--- config.mk ---
export PLATFORM = sky130hd
export DESIGN_NAME = dmem_load_unit
export DESIGN_NICKNAME = d
export VERILOG_FILES = /design/src/rtl/dmem_pkg.sv /design/src/rtl/load_extract.sv /design/src/rtl/dmem_load_unit.sv
export SDC_FILE = /design/constraint.sdc
export NUM_CORES = 1
export LEC_CHECK = 0
export BUFFER_PORTS_ARGS = -buffer_cell sky130_fd_sc_hd__buf_4
export CORE_ASPECT_RATIO = 0.6
export CORE_MARGIN = 1.5
export CORE_UTILIZATION = 60
export CTS_CLUSTER_SIZE = 12
export DETAILED_ROUTE_END_ITERATION = 10
export GPL_ROUTABILITY_DRIVEN = 0
export GPL_TIMING_DRIVEN = 1
export HOLD_SLACK_MARGIN = 0.1
export PLACE_DENSITY_LB_ADDON = 0.12
export RECOVER_POWER = 25
export SYNTH_ARGS = -nofsm -noshare
export SYNTH_HDL_FRONTEND = slang
export SYNTH_HIERARCHICAL = 1
export SYNTH_SLANG_ARGS = --single-unit
--- constraint.sdc ---
create_clock -name clk -period 4.3 [get_ports clk]
set_input_delay 0 -clock clk [delete_from_list [all_inputs] [get_ports clk]]
set_output_delay 0 -clock clk [all_outputs]
set_load 0.02 [all_outputs]
--- src/rtl/dmem_pkg.sv ---
// dmem_pkg: size encodings shared with the store path, load FSM states and crossing test.
package dmem_pkg;
  localparam logic [1:0] SIZE_B = 2'b00;
  localparam logic [1:0] SIZE_H = 2'b01;
  localparam logic [1:0] SIZE_W = 2'b10;
  localparam logic [1:0] SIZE_X = 2'b11;
  typedef enum logic [1:0] {IDLE, RD0, RD1, RESP} state_t;
  function automatic logic crosses(input logic [1:0] size, input logic [1:0] off);
    return (size == SIZE_H && off == 2'd3) || (size == SIZE_W && off != 2'd0);
  endfunction
endpackage

--- src/rtl/load_extract.sv ---
// load_extract: shift a two-word pair down by the byte offset, then mask and extend per size.
module load_extract
  import dmem_pkg::*;
(
  input  logic [63:0] pair,
  input  logic [1:0]  off,
  input  logic [1:0]  size,
  input  logic        uns,
  output logic [31:0] data
);
  logic [31:0] sh;
  assign sh = 32'(pair >> {off, 3'b000});
  always_comb
    data = size == SIZE_B ? {{24{~uns & sh[7]}}, sh[7:0]} :
           size == SIZE_H ? {{16{~uns & sh[15]}}, sh[15:0]} : sh;
endmodule

--- src/rtl/dmem_load_unit.sv ---
// dmem_load_unit: byte/half/word loads from a synchronous BRAM, splitting word-crossing loads.
module dmem_load_unit
  import dmem_pkg::*;
#(
  parameter int ADDR_W   = 32,
  parameter bit SPLIT_EN = 1'b1
) (
  input  logic              clk,
  input  logic              rst,
  input  logic              req_valid,
  output logic              req_ready,
  input  logic [ADDR_W-1:0] req_addr,
  input  logic [1:0]        req_size,
  input  logic              req_unsigned,
  output logic              mem_re,
  output logic [ADDR_W-1:0] mem_addr,
  input  logic [31:0]       mem_rdata,
  output logic              rsp_valid,
  input  logic              rsp_ready,
  output logic [31:0]       rsp_data,
  output logic              rsp_err
);
  state_t state, next;
  logic [ADDR_W-3:0] wa, wa_next;
  logic [1:0] off, size;
  logic uns, acc, bad_in, cross_r;
  logic [31:0] word0, ext;
  assign req_ready = state == IDLE;
  assign rsp_valid = state == RESP;
  assign acc = req_valid && req_ready;
  assign bad_in = req_size == SIZE_X || (!SPLIT_EN && crosses(req_size, req_addr[1:0]));
  assign cross_r = crosses(size, off);
  assign wa_next = wa + (ADDR_W-2)'(1);
  load_extract u_extract (
    .pair (state == RD1 ? {mem_rdata, word0} : {32'h0, mem_rdata}),
    .off  (off),
    .size (size),
    .uns  (uns),
    .data (ext)
  );
  // reset gates the combinational IDLE strobe so no read escapes while rst is held low
  always_comb begin
    next = state;
    mem_re = 1'b0;
    mem_addr = '0;
    unique case (state)
      IDLE: begin
        next = acc ? (bad_in ? RESP : RD0) : IDLE;
        mem_re = rst && req_valid && !bad_in;
        mem_addr = mem_re ? {req_addr[ADDR_W-1:2], 2'b00} : '0;
      end
      RD0: begin
        next = cross_r ? RD1 : RESP;
        mem_re = cross_r;
        mem_addr = cross_r ? {wa_next, 2'b00} : '0;
      end
      RD1: next = RESP;
      RESP: next = rsp_ready ? IDLE : RESP;
    endcase
  end
  always_ff @(posedge clk or negedge rst) begin
    if (!rst) begin
      state <= IDLE;
      wa <= '0;
      off <= '0;
      size <= '0;
      uns <= 1'b0;
      word0 <= '0;
      rsp_data <= '0;
      rsp_err <= 1'b0;
    end else begin
      state <= next;
      if (acc) begin
        wa <= req_addr[ADDR_W-1:2];
        off <= req_addr[1:0];
        size <= req_size;
        uns <= req_unsigned;
        rsp_err <= bad_in;
        rsp_data <= '0;
      end
      if (state == RD0) word0 <= mem_rdata;
      if ((state == RD0 && !cross_r) || state == RD1) rsp_data <= ext;
    end
  end
endmodule

Word-level counts from Yosys, hierarchy flattened
Cells that the tools add are included.
{ "word_totals": {"reg_bits": 102, "elab_cells": 48} }
{ "op_classes": {"addsub": 1, "eq_ne": 7, "shifts": 1, "n_mux": 14, "n_bitwise": 3, "reduce_logical": 14} }
{ "ops": {"columns": ["cell", "n"], "rows": [
  ["32-bit two-way mux", 6],
  ["64-bit two-way mux", 1],
  ["32-bit one-hot mux with 2 select lines", 1],
  ["64-bit by 5-bit right shift with 32-bit output", 1],
  ["30-bit by 1-bit adder with 30-bit output, second input constant", 1],
  ["2-bit == test, second input constant", 5],
  ["2-bit one-hot mux with 4 select lines", 1],
  ["1-bit logical AND", 6],
  ["2-bit two-way mux", 3],
  ["2-bit by 1-bit == test with 1-bit output, second input constant", 2],
  ["2-bit zero test", 2],
  ["2-bit nonzero test", 2],
  ["1-bit AND", 2],
  ["1-bit zero test", 2],
  ["1-bit logical OR", 2],
  ["1-bit one-hot mux with 2 select lines", 1],
  ["1-bit two-way mux", 1],
  ["1-bit NOT", 1]
]} }

Logic depth before layout (Yosys ltp)
{ "logic_depth": {"ltp_word": 7, "ltp_mapped": 10} }

By module
Netlist, hierarchy kept.
{ "modules_own_cells": {"columns": ["module", "n_inst", "cells_per_inst", "area_per_inst_um2", "seq_area_each_um2"], "rows": [
  ["dmem_load_unit", 1, 591, 5429.0, 2552.4],
  ["load_extract", 1, 101, 1109.8, 0.0]
]} }

Worst setup path after synthesis
OpenSTA, ideal clock, no wires.
{ "synth_timing": {"path_type": "reg2reg", "startpoint": "reg state[1]", "endpoint": "reg rsp_data[23]", "arrival_time_ps": 2409, "required_ps": 4166, "path_slack_ps": 1757, "path_stages_with_launch": 11, "n_path_buf": 3, "period_less_slack_ps": 2543, "cell_sequence": "dfrtp_1 > nor2b_1 > buf_2 > buf_2 > mux2_2 > mux4_1 > mux2i_4 > buf_6 > o21ai_1 > nand2_1 > o21ai_0"} }
{ "synth_between": {"elab_chain_len": 7, "elab_cells_between_ends": 14} }
{ "synth_rtl": {"columns": ["element", "line", "text"], "rows": [
  ["start, declared", "dmem_load_unit.sv:23", "state_t state, next;"],
  ["start signal, assigned", "dmem_load_unit.sv:72", "state <= next;"],
  ["2-bit == test *", "dmem_load_unit.sv:35", ".pair (state == RD1 ? {mem_rdata, word0} : {32'h0, mem_rdata}),"],
  ["64-bit two-way mux *", "dmem_load_unit.sv:35", null],
  ["64-bit by 5-bit right shift with 32-bit output *", "load_extract.sv:12", "assign sh = 32'(pair >> {off, 3'b000});"],
  ["1-bit AND", "load_extract.sv:15", "size == SIZE_H ? {{16{~uns & sh[15]}}, sh[15:0]} : sh;"],
  ["32-bit two-way mux", "load_extract.sv:15", null],
  ["32-bit two-way mux *", "load_extract.sv:14", "data = size == SIZE_B ? {{24{~uns & sh[7]}}, sh[7:0]} :"],
  ["via ext[23]", "dmem_load_unit.sv:27", "logic [31:0] word0, ext;"],
  ["32-bit two-way mux *", "dmem_load_unit.sv:82", "if ((state == RD0 && !cross_r) || state == RD1) rsp_data <= ext;"],
  ["end signal, assigned", "dmem_load_unit.sv:82", null],
  ["end, declared", "dmem_load_unit.sv:20", "output logic [31:0] rsp_data,"]
]} }
The timed path passes the listed nets; every way through them passes the cells marked *.
A chain may end at the register's enable or synchronous reset.

Worst setup path after layout
{ "layout_timing": {"startpoint": "reg state[1]", "endpoint": "reg rsp_data[31]"} }
The elaborated chain is that of the path after synthesis.

==> impl_metrics.json <==
{
  "tritoncts": "yes",
  "stdcell_count": 1001,
  "fin_worst_skew_ps": 4.72,
  "clock-sinks": 102,
  "dieArea_um2": 11500,
  "antenna_found_initial": 0,
  "reg2reg_from": "state[1]$_DFF_PN0_",
  "syn_area_um2": 6490,
  "rsz0062_at_grt": "no",
  "cp_max_fo": 24,
  "cellLeakagePower_uw": 0.00370,
  "power.density_nw_per_um2": 694,
  "setup_viol": 0,
  "max_slew_margin": 0.130,
  "crit_type": "register to register",
  "syn_to_final_growth_pct": 28.6,
  "max_freq_mhz": 343,
  "vdd_drop_max_uv": 368,
  "cts_resized": 0,
  "drive_gt1_frac": 0.275,
  "p_total_uw": 5790,
  "cp-startpoint": "state[1]$_DFF_PN0_",
  "start_kind": "register",
  "worstPathRequired_ps": 4510,
  "crit_path_max_incr_delay_ps": 560,
  "firstDrtPassIters": 5,
  "yosysWarnings": 6,
  "synth_cells": 684,
  "antenna_cells": 0,
  "drv_slew": 0,
  "syn_area_per_cell_um2": 9.49,
  "cts.htree.levels": 3,
  "cpMostUsedCell": "o21ai_0",
  "drcViolationCount": 0,
  "clock_path_buffers": 2,
  "die_y_um": 83.6,
  "drt_iter0_markers": 519,
  "grt_pass1_vias": 5692,
  "maxCapViolCount": 0,
  "multi_input_area_um2": 3680,
  "port_buffers": 136,
  "clock_latency_ps": 350,
  "grt_use_total": 0.341,
  "core_um2": 10600,
  "fillers": 725,
  "seq_area_um2": 2550,
  "period_minus_slack_ps": 2920,
  "dp_cells": 915,
  "rows": 29,
  "gr-total-overflow": 0,
  "worstMarginPinSlew_ps": 1300,
  "hold_class": "input pin to asynchronous set/reset pin",
  "outcome": "completed",
  "num_vias": 5911,
  "ant_nets": 0,
  "die_w_um": 137,
  "routedWlPerCell_um": 18.6,
  "hold_ws_ps": 144,
  "ctsRootBufferMaster": "clkbuf_16",
  "hold_viol": 0,
  "pin_count": 139,
  "fin_nets": 931,
  "path_cells": "nor2b_4 > mux2_2 > mux4_1 > mux2i_4 > o21ai_0 > nand2_1 > o21ai_0",
  "grt_max_degree": 71,
  "worstPathArrival_ps": 3130,
  "vias_per_cell": 5.91,
  "fin_setup_tns_ps": 0,
  "rr_endpoint": "rsp_data[31]$_DFFE_PN0P_",
  "critPathCaptureType": "register",
  "grt_pass1_wl_um": 29700,
  "place_hpwl_um": 12600,
  "wirelength_um": 18600,
  "ff2ff_path_depth": 7,
  "clkTransAtPathRegs_ps": 70,
  "critPathSlowestCell": "mux4_1",
  "rrSetupSlack_ps": 1380,
  "cts-buffers-inserted": 9,
  "finalCritPeriodShare": 0.679,
  "start_util": 0.615
}
-- flip-flops by register name, summed over array words and instances, names as in the netlist --
name      flops
off           2
rsp_data     32
rsp_err       1
size          2
state         2
uns           1
wa           30
word0        32
-- layout make-up --
cell class,instances,share of cell area
well taps,139,0.0208
inverters,4,0.00180
clock inverters,3,0.00255
clock buffers,12,0.0295
flip-flops and latches,102,0.306
repair buffers,213,0.198
multi-input cells,528,0.441
-- worst max-delay path: cells and delay by family (launching register included) --
kind             cells  cell delay (ps)
multiplexers         3             1430
AND/OR/NAND/NOR      2              620
flip-flops           1              430
AO/OA/AOI/OAI        2              290
-- cells in the final DEF, fill, tap and decap left out, types with 18 or more instances in the layout --
cell / count
buf_4: 109
o21ai_1: 18
mux2_2: 67
o21ai_0: 68
nand2_1: 224
xor2_1: 21
dlygate4sd3_1: 71
dfrtp_1: 101
clkbuf_1: 35
and2_1: 26
mux4_2: 33
-- how the worst max path moves through the flow --
stage,endpoint,depth (start not counted),slack (ps)
global placement,rsp_data[28]$_DFFE_PN0P_,7,1550
CTS,rsp_data[31]$_DFFE_PN0P_,7,1420
floorplan,rsp_data[23]$_DFFE_PN0P_,10,1760
finish,rsp_data[31]$_DFFE_PN0P_,7,1380
global route,mem_addr[8],5,1200
detailed placement,rsp_data[31]$_DFFE_PN0P_,7,1460
-- stage by stage --
step,util,worst slack [ps],area [µm²]
after global routing,0.790,1200,8340
after CTS,0.802,1420,8470
after detailed placement,0.709,1460,7490
after global placement,0.709,1550,7490
final,0.790,1380,8340
after floorplan,-,1760,6490
-- power breakdown --
part	switching (µW)	leakage [µW]	internal, µW
combinational	1680	0.00231	1380
sequential	545	0.00126	1420
clock	360	0.000129	406
-- repair_timing --
item	4_1_cts	5_1_grt
hold buffers	71	0
setup buffers	0	0
hold endpoints to repair	104	0
-- routing by layer --
metal  vias to the layer above  GRT usage  share of wire
li1                       2689          -              -
met4                         0     0.0718          0.013
met2                       332      0.491           0.43
met3                        34     0.0880           0.13
met1                      2856      0.521           0.43
met5                         -          0              0
No activity file was read; power rests on OpenSTA's default activity.
